<file path="src/rtl/bheap_scan_host.sv">
// ---------------------------------------------------------------------------
// bheap_scan_host
//
// Bus master for the binary-heap benchmark array. It runs one job per Start:
//   1. Scan-loads NODES keys from the input stream into the register chain
//      (each write to SCAN_ID shifts the chain one place toward the root).
//   2. Writes Cycles to the controller counter at CTRL_ID to launch heap steps.
//   3. Polls the counter (one read, one idle cycle) until it reads zero.
//   4. Scan-reads the NODES keys back, root first, onto the output stream.
//
// Ports:
//   Clk, Reset        clock, asynchronous active-low reset
//   Start, Cycles     job request (sampled in IDLE) and heap-step count
//   In_Valid/Ready/Data    key load stream
//   Out_Valid/Ready/Data   result stream
//   Busy, Done        job status (Busy = not IDLE, Done = one-cycle pulse)
//   BusRD, BusWR, BusAddr, BusWData, BusRData   array bus (outputs registered)
//   Error             only with BHEAP_HOST_TIMEOUT_EN: poll timeout flag
//
// Optional feature macro: BHEAP_HOST_TIMEOUT_EN adds parameter TIMEOUT and
// output Error; POLL then gives up after TIMEOUT nonzero counter reads.
// ---------------------------------------------------------------------------
module bheap_scan_host #(
  parameter int WIDTH   = 32,
  parameter int NODES   = 3,
  parameter int CWIDTH  = 8,
  parameter int SCAN_ID = 0,
  parameter int CTRL_ID = 1,
  parameter int ADDR_W  = 15,
  parameter int DATA_W  = 32
`ifdef BHEAP_HOST_TIMEOUT_EN
  , parameter int TIMEOUT = 1024
`endif
) (
  input  logic              Clk,
  input  logic              Reset,
  input  logic              Start,
  input  logic [CWIDTH-1:0] Cycles,
  input  logic              In_Valid,
  output logic              In_Ready,
  input  logic [WIDTH-1:0]  In_Data,
  output logic              Out_Valid,
  input  logic              Out_Ready,
  output logic [WIDTH-1:0]  Out_Data,
  output logic              Busy,
  output logic              Done,
  output logic              BusRD,
  output logic              BusWR,
  output logic [ADDR_W-1:0] BusAddr,
  output logic [DATA_W-1:0] BusWData,
  input  logic [DATA_W-1:0] BusRData
`ifdef BHEAP_HOST_TIMEOUT_EN
  , output logic            Error
`endif
);

  localparam logic [2:0] IDLE       = 3'd0;
  localparam logic [2:0] LOAD       = 3'd1;
  localparam logic [2:0] KICK       = 3'd2;
  localparam logic [2:0] POLL       = 3'd3;
  localparam logic [2:0] DRAIN_RD   = 3'd4;
  localparam logic [2:0] DRAIN_WAIT = 3'd5;
  localparam logic [2:0] FIN        = 3'd6;

  localparam int NCW = $clog2(NODES + 1);

  logic [2:0]        stateReg;
  logic [CWIDTH-1:0] cyclesReg;
  logic [NCW-1:0]    nodeCntReg;
  // In POLL and DRAIN_RD: 0 = issue the read, 1 = read is on the bus, sample it.
  logic              phaseReg;

`ifdef BHEAP_HOST_TIMEOUT_EN
  localparam int TW = $clog2(TIMEOUT + 1);
  logic [TW-1:0]     pollCntReg;
`endif

  // Upper BusRData bits carry nothing for this block; fold them into a sink.
  logic unusedRData;
  assign unusedRData = ^BusRData;

  assign Busy     = (stateReg != IDLE);
  assign Done     = (stateReg == FIN);
  assign In_Ready = (stateReg == LOAD);

  always_ff @(posedge Clk or negedge Reset) begin
    if (!Reset) begin
      stateReg   <= IDLE;
      cyclesReg  <= '0;
      nodeCntReg <= '0;
      phaseReg   <= 1'b0;
      BusRD      <= 1'b0;
      BusWR      <= 1'b0;
      BusAddr    <= '0;
      BusWData   <= '0;
      Out_Valid  <= 1'b0;
      Out_Data   <= '0;
`ifdef BHEAP_HOST_TIMEOUT_EN
      pollCntReg <= '0;
      Error      <= 1'b0;
`endif
    end else begin
      // Strobes are single-cycle; each state re-asserts them as needed.
      BusRD <= 1'b0;
      BusWR <= 1'b0;
      case (stateReg)
        IDLE: begin
          if (Start) begin
            cyclesReg  <= Cycles;
            nodeCntReg <= '0;
            stateReg   <= LOAD;
`ifdef BHEAP_HOST_TIMEOUT_EN
            Error      <= 1'b0;
`endif
          end
        end

        LOAD: begin
          if (In_Valid) begin
            BusWR    <= 1'b1;
            BusAddr  <= ADDR_W'(SCAN_ID);
            BusWData <= DATA_W'(In_Data);
            if (nodeCntReg == NCW'(NODES - 1)) begin
              // Counter is reused for the drain phase.
              nodeCntReg <= '0;
              stateReg   <= KICK;
            end else begin
              nodeCntReg <= nodeCntReg + NCW'(1);
            end
          end
        end

        KICK: begin
          BusWR    <= 1'b1;
          BusAddr  <= ADDR_W'(CTRL_ID);
          BusWData <= DATA_W'(cyclesReg);
          phaseReg <= 1'b0;
          stateReg <= POLL;
`ifdef BHEAP_HOST_TIMEOUT_EN
          pollCntReg <= '0;
`endif
        end

        POLL: begin
          if (!phaseReg) begin
            BusRD    <= 1'b1;
            BusAddr  <= ADDR_W'(CTRL_ID);
            phaseReg <= 1'b1;
          end else begin
            // The read is on the bus this cycle; its data is valid at this edge.
            phaseReg <= 1'b0;
            if (BusRData[CWIDTH-1:0] == '0) begin
              stateReg <= DRAIN_RD;
            end
`ifdef BHEAP_HOST_TIMEOUT_EN
            else if (pollCntReg == TW'(TIMEOUT - 1)) begin
              Error    <= 1'b1;
              stateReg <= FIN;
            end else begin
              pollCntReg <= pollCntReg + TW'(1);
            end
`endif
          end
        end

        DRAIN_RD: begin
          if (!phaseReg) begin
            BusRD    <= 1'b1;
            BusAddr  <= ADDR_W'(SCAN_ID);
            phaseReg <= 1'b1;
          end else begin
            phaseReg  <= 1'b0;
            Out_Data  <= BusRData[WIDTH-1:0];
            Out_Valid <= 1'b1;
            stateReg  <= DRAIN_WAIT;
          end
        end

        DRAIN_WAIT: begin
          // At least one cycle here separates consecutive scan reads, which
          // covers the array's one-cycle scan-capture lag.
          if (Out_Ready) begin
            Out_Valid  <= 1'b0;
            nodeCntReg <= nodeCntReg + NCW'(1);
            if (nodeCntReg == NCW'(NODES - 1)) begin
              stateReg <= FIN;
            end else begin
              stateReg <= DRAIN_RD;
            end
          end
        end

        FIN: begin
          stateReg <= IDLE;
        end

        default: begin
          stateReg <= IDLE;
        end
      endcase
    end
  end

endmodule
</file>
<file path="config.mk">
export PLATFORM = sky130hd
export DESIGN_NAME = bheap_scan_host
export DESIGN_NICKNAME = d
export VERILOG_FILES = /design/src/rtl/bheap_scan_host.sv
export SDC_FILE = /design/constraint.sdc
export NUM_CORES = 1
export LEC_CHECK = 0
export ABC_AREA = 1
export CAP_MARGIN = 40
export CORE_MARGIN = 2
export CORE_UTILIZATION = 35
export DETAILED_ROUTE_END_ITERATION = 7
export PLACE_DENSITY = 0.69
export SKIP_CTS_REPAIR_TIMING = 1
export SLEW_MARGIN = 20
export SYNTH_ARGS = -nofsm -noshare
export SYNTH_HDL_FRONTEND = slang
export SYNTH_SLANG_ARGS = --single-unit
</file>
<file path="constraint.sdc">
create_clock -name Clk -period 2.1 [get_ports Clk]
set_input_delay 0.63 -clock Clk [delete_from_list [all_inputs] [get_ports Clk]]
set_output_delay 0.63 -clock Clk [all_outputs]
set_load 0.005 [all_outputs]
</file>
After elaboration in Yosys (flattened, before gate mapping)
Index checks and enable logic that the tools add are counted.
{"block": "op_classes", "n_eq_ne": 16, "reduce_logical": 16, "n_mux": 28, "addsub": 1}
{"operator": "32-bit case mux with 2 select lines", "n": 1}
{"operator": "15-bit case mux with 4 select lines", "n": 1}
{"operator": "15-bit two-way mux", "n": 3}
{"operator": "32-bit two-way mux", "n": 1}
{"operator": "3-bit two-way mux", "n": 7}
{"operator": "3-bit case mux with 6 select lines", "n": 1}
{"operator": "2-bit != test (second input constant)", "n": 8}
{"operator": "2-bit two-way mux", "n": 5}
{"operator": "3-bit equality test (second input constant)", "n": 3}
{"operator": "8-bit logical NOT", "n": 1}
{"operator": "4-bit AND reduction", "n": 2}
{"operator": "7-bit AND reduction", "n": 1}
{"operator": "3-bit by 2-bit equality test with 1-bit output (second input constant)", "n": 2}
{"operator": "1-bit case mux with 2 select lines", "n": 3}
{"operator": "2-bit case mux with 3 select lines", "n": 1}
{"operator": "2-bit AND reduction", "n": 3}
{"operator": "2-bit nonzero test", "n": 3}
{"operator": "3-bit nonzero test", "n": 2}
{"operator": "1-bit two-way mux", "n": 5}
{"operator": "4-bit nonzero test", "n": 1}
{"operator": "3-bit by 1-bit equality test with 1-bit output (second input constant)", "n": 1}
{"operator": "3-bit logical NOT", "n": 1}
{"operator": "3-bit AND reduction", "n": 1}
{"operator": "2-bit by 1-bit adder with 2-bit output (second input constant)", "n": 1}
{"operator": "3 further kinds", "n": 3}
{"block": "totals", "in_bits": 77, "reg_bits": 96}

Depth between registers and ports, before layout
{"block": "depth", "ltp_word": 4, "ltp_mapped": 9, "depth_no_buf": 9}

Least setup slack after synthesis
Ideal clock, no wire load.
{"block": "synth_path", "path_type": "register -> output", "startpoint": "reg stateReg[2]", "endpoint": "out Done", "path_slack_ns": 0.624, "path_stages_with_launch": 5, "t_arrival_ns": 0.846, "n_path_buf": 2, "path_cell_list": "dfrtp_1 > buf_4 > inv_2 > buf_4 > nor3_1"}
{"block": "synth_via", "elab_chain_len": 1}
{"item": "start: declaration", "line": "67", "text": "logic [2:0] stateReg;"}
{"item": "start signal: assignment", "line": "88", "text": "stateReg <= IDLE;"}
{"item": "start signal: assignment", "line": "111", "text": "stateReg <= LOAD;"}
{"item": "start signal: assignment", "line": "126", "text": "stateReg <= KICK;"}
{"item": "3-bit equality test", "line": "83", "text": "assign Done = (stateReg == FIN);"}
{"item": "end: declaration", "line": "46", "text": "output logic Done,"}
Every way passes these cells.

Final worst setup path
{"block": "layout_path", "startpoint": "reg stateReg[0]", "endpoint": "reg Out_Data[31]"}
{"block": "layout_via", "elab_chain_len": 2}
{"item": "3-bit equality test", "line": "106", "text": "case (stateReg)"}
{"item": "2-bit AND reduction (no line)"}
{"item": "end signal: assignment", "line": "173", "text": "Out_Data <= BusRData[WIDTH-1:0];"}
{"item": "end: declaration", "line": "44", "text": "output logic [WIDTH-1:0] Out_Data,"}
Every way passes these cells.
A chain may end at the register's enable or synchronous reset.

==> results.json <==
{
  "met2_usage": 0.252,
  "grt_max_degree": 34,
  "cp.required_ns": 2.33,
  "fin_util": 0.542,
  "cts_root_buf": "clkbuf_8",
  "clkTransAtPathRegs_ns": 0.09,
  "seq_area_frac_synth": 0.566,
  "yosys.area.top_type": "dfrtp_1",
  "wl_per_cell_um": 14.3,
  "nets": 537,
  "viasPerCell": 4.55,
  "layout_min_cycle_time_ns": 1.92,
  "die-height_um": 106,
  "met3_usage": 0.0433,
  "final-hold-violation-count": 0,
  "gp_congestion": 0.849,
  "fin_ws_ns": 0.183,
  "final-setup-viol-count": 0,
  "finalWirelength_mm": 8.54,
  "areaGrowthSynthToFinish_pct": 52.1,
  "syn_area_per_cell_um2": 12.3,
  "syn_area_mm2": 0.00363,
  "dr.pass1.iters": 4,
  "grt_pass1_wl_mm": 13.8,
  "dpl.hpwl_mm": 6.26,
  "antenna_cells": 0,
  "worstSetupPathType": "flip-flop to flip-flop",
  "synthArstFlopShare": 1.00,
  "drc": 0,
  "h-tree-depth": 3,
  "fin_skew_ns": 0.00983,
  "core_area_mm2": 0.0102,
  "clock_path_buffers": 2,
  "yosys_warnings": 0,
  "synth_area_leaders": "dfrtp_1 (57%), mux2_4 (12%), a22o_1 (5.8%), nand2_1 (5.4%), buf_4 (3.9%)",
  "drtAntennaViolNets": 0,
  "crit_arrival_ns": 2.15,
  "synth_compound_area_frac": 0.0745,
  "synthXorXnorAreaFrac": 0,
  "ios": 162,
  "met1_usage": 0.207,
  "synthAdderAreaFrac": 0.0104,
  "status": "completed",
  "dpl.cell_count": 577,
  "maxSlewViolCount": 0,
  "fin_crit_sh": 0.913,
  "synth_mux_area_frac": 0.154,
  "rsz0062_at_grt": "false",
  "synthFlopType": "dfrtp_1",
  "instances_no_fill": 598,
  "synthCells": 295,
  "yosys.area_share.simple": 0.120,
  "startpoint_type": "flip-flop",
  "start_util": 0.356,
  "fmax_mhz": 522,
  "dr_total_vias": 2718,
  "maxCapViolCount": 0,
  "post-place-ws_ns": 0.149,
  "synthDistinctLibCells": 27,
  "fill_cells": 908,
  "vdd_drop_max_v": 0.000563,
  "drt-initial-drc-count": 86,
  "synth-edff-count": 0,
  "clk_latency_ns": 0.34,
  "powerDensity_mw_per_mm2": 1430,
  "final_layout_size_suffix_gt1_frac": 0.195,
  "multi_input_area_mm2": 0.00136,
  "cts_tree": "yes",
  "hold_path.class": "primary input to asynchronous set/reset pin",
  "top_usage_layer": "met2",
  "synth-seq-cells": 82,
  "clock_sink_count": 82,
  "seq_area_mm2": 0.00205,
  "gr-total-overflow": 0,
  "grt_pass1_vias": 2805,
  "synth_top_area_frac": 0.566,
  "worstSetupEndpointType": "flip-flop",
  "portBuffers": 147,
  "die-area_mm2": 0.0112,
  "die_x_um": 106,
  "rows": 37,
  "antenna_found_initial": 0,
  "leakage_uw": 0.00261,
  "worstPathMaxFanout": 19,
  "grt_usage": 0.157,
  "synth_most_common_cell": "dfrtp_1",
  "numCtsBuffers": 9,
  "synth_top_family_by_area": "multiplexers",
  "ys_top_cells_by_count": "dfrtp_1 (82), nand2_1 (52), mux2_4 (29)"
}
-- through the flow --
step	cell area (um^2)	hold WS, ns	TNS (ns)	total power [uW]
2_1_floorplan	3670	0.334	0	4650
3_3_place_gp	5230	0.459	0	6440
3_5_place_dp	5230	0.458	0	6520
4_1_cts	5460	0.226	-0.576	7890
5_1_grt	5520	0.231	0	8420
6_report	5520	0.223	0	7870
-- metal layers --
layer | vias up | part of all wire
met5 | - | 0
met3 | 13 | 0.056
met4 | 0 | 0.016
met2 | 100 | 0.49
li1 | 1296 | -
met1 | 1309 | 0.44
-- registers in the layout (all words and copies together), names as in the netlist --
signal      flops
Out_Valid       1
BusWData       32
BusRD           1
Out_Data       32
phaseReg        1
BusAddr         1
BusWR           1
cyclesReg       8
stateReg        3
nodeCntReg      2
-- cells in the final DEF, fill, tap and decap left out --
master | Yosys | routed
conb_1 | 1 | 14
clkinv_4 | 0 | 3
o21ai_0 | 3 | 3
nor3_2 | 0 | 1
a22o_1 | 24 | 24
mux2_2 | 11 | 11
nor2_4 | 3 | 3
buf_4 | 19 | 15
nand3_1 | 17 | 17
dfrtp_2 | 0 | 2
inv_1 | 10 | 10
a21oi_1 | 3 | 3
nand4_1 | 1 | 1
clkdlybuf4s50_1 | 0 | 143
a22oi_1 | 2 | 2
buf_12 | 0 | 3
clkinv_2 | 1 | 1
mux2_4 | 29 | 29
nand2_2 | 1 | 1
nor2_2 | 3 | 3
inv_2 | 3 | 3
ha_1 | 3 | 3
nand3_2 | 1 | 1
nand2_1 | 52 | 52
dfrtp_1 | 82 | 80
dlymetal6s2s_1 | 0 | 3
o21ai_1 | 3 | 3
nor2_1 | 13 | 13
bufinv_16 | 0 | 2
nand3b_1 | 1 | 1
clkbuf_8 | 0 | 11
nand3_4 | 1 | 1
-- cell type report --
cell class              count  share of cell area
repair buffers            164               0.298
well taps                 136              0.0308
clock buffers              11              0.0274
multi-input cells         186               0.246
inverters                  14             0.00975
clock inverters             5              0.0156
flip-flops and latches     82               0.372
-- logic make-up (layout without fill, tap and decap cells) --
kind of cell / after synthesis / in the layout
buf+inv: 40 / 194
simple gates: 94 / 94
other cells: 1 / 14
compound gates: 35 / 35
fa+ha+maj: 3 / 3
mux: 40 / 40
flops: 82 / 82
-- report_power, final --
part	internal [uW]	switching, uW
sequential	2370	482
clock	741	570
combinational	2390	1320
-- path summary, 6_finish.rpt --
kind,startpoint,end,slack (ns),cells after the start
setup / recovery,stateReg[0],Out_Data[31],0.18,6
hold / removal,Reset,BusWData[20],0.22,1
setup reg to reg,stateReg[0],Out_Data[31],0.18,6
hold reg to reg,Out_Valid,Out_Valid,0.48,2
max in group asynchronous,Reset,Out_Data[28],1.31,2
min in group Clk,Out_Valid,Out_Valid,0.48,2
-- worst max-delay path, stage by stage (launching register included) --
cell and delay (ns):
dfrtp_2 0.47, nor2_4 0.18, buf_4 0.14, buf_4 0.11, nand3_4 0.30, buf_4 0.31
mux2_4 0.30
Power figures use the tool's default switching activity.
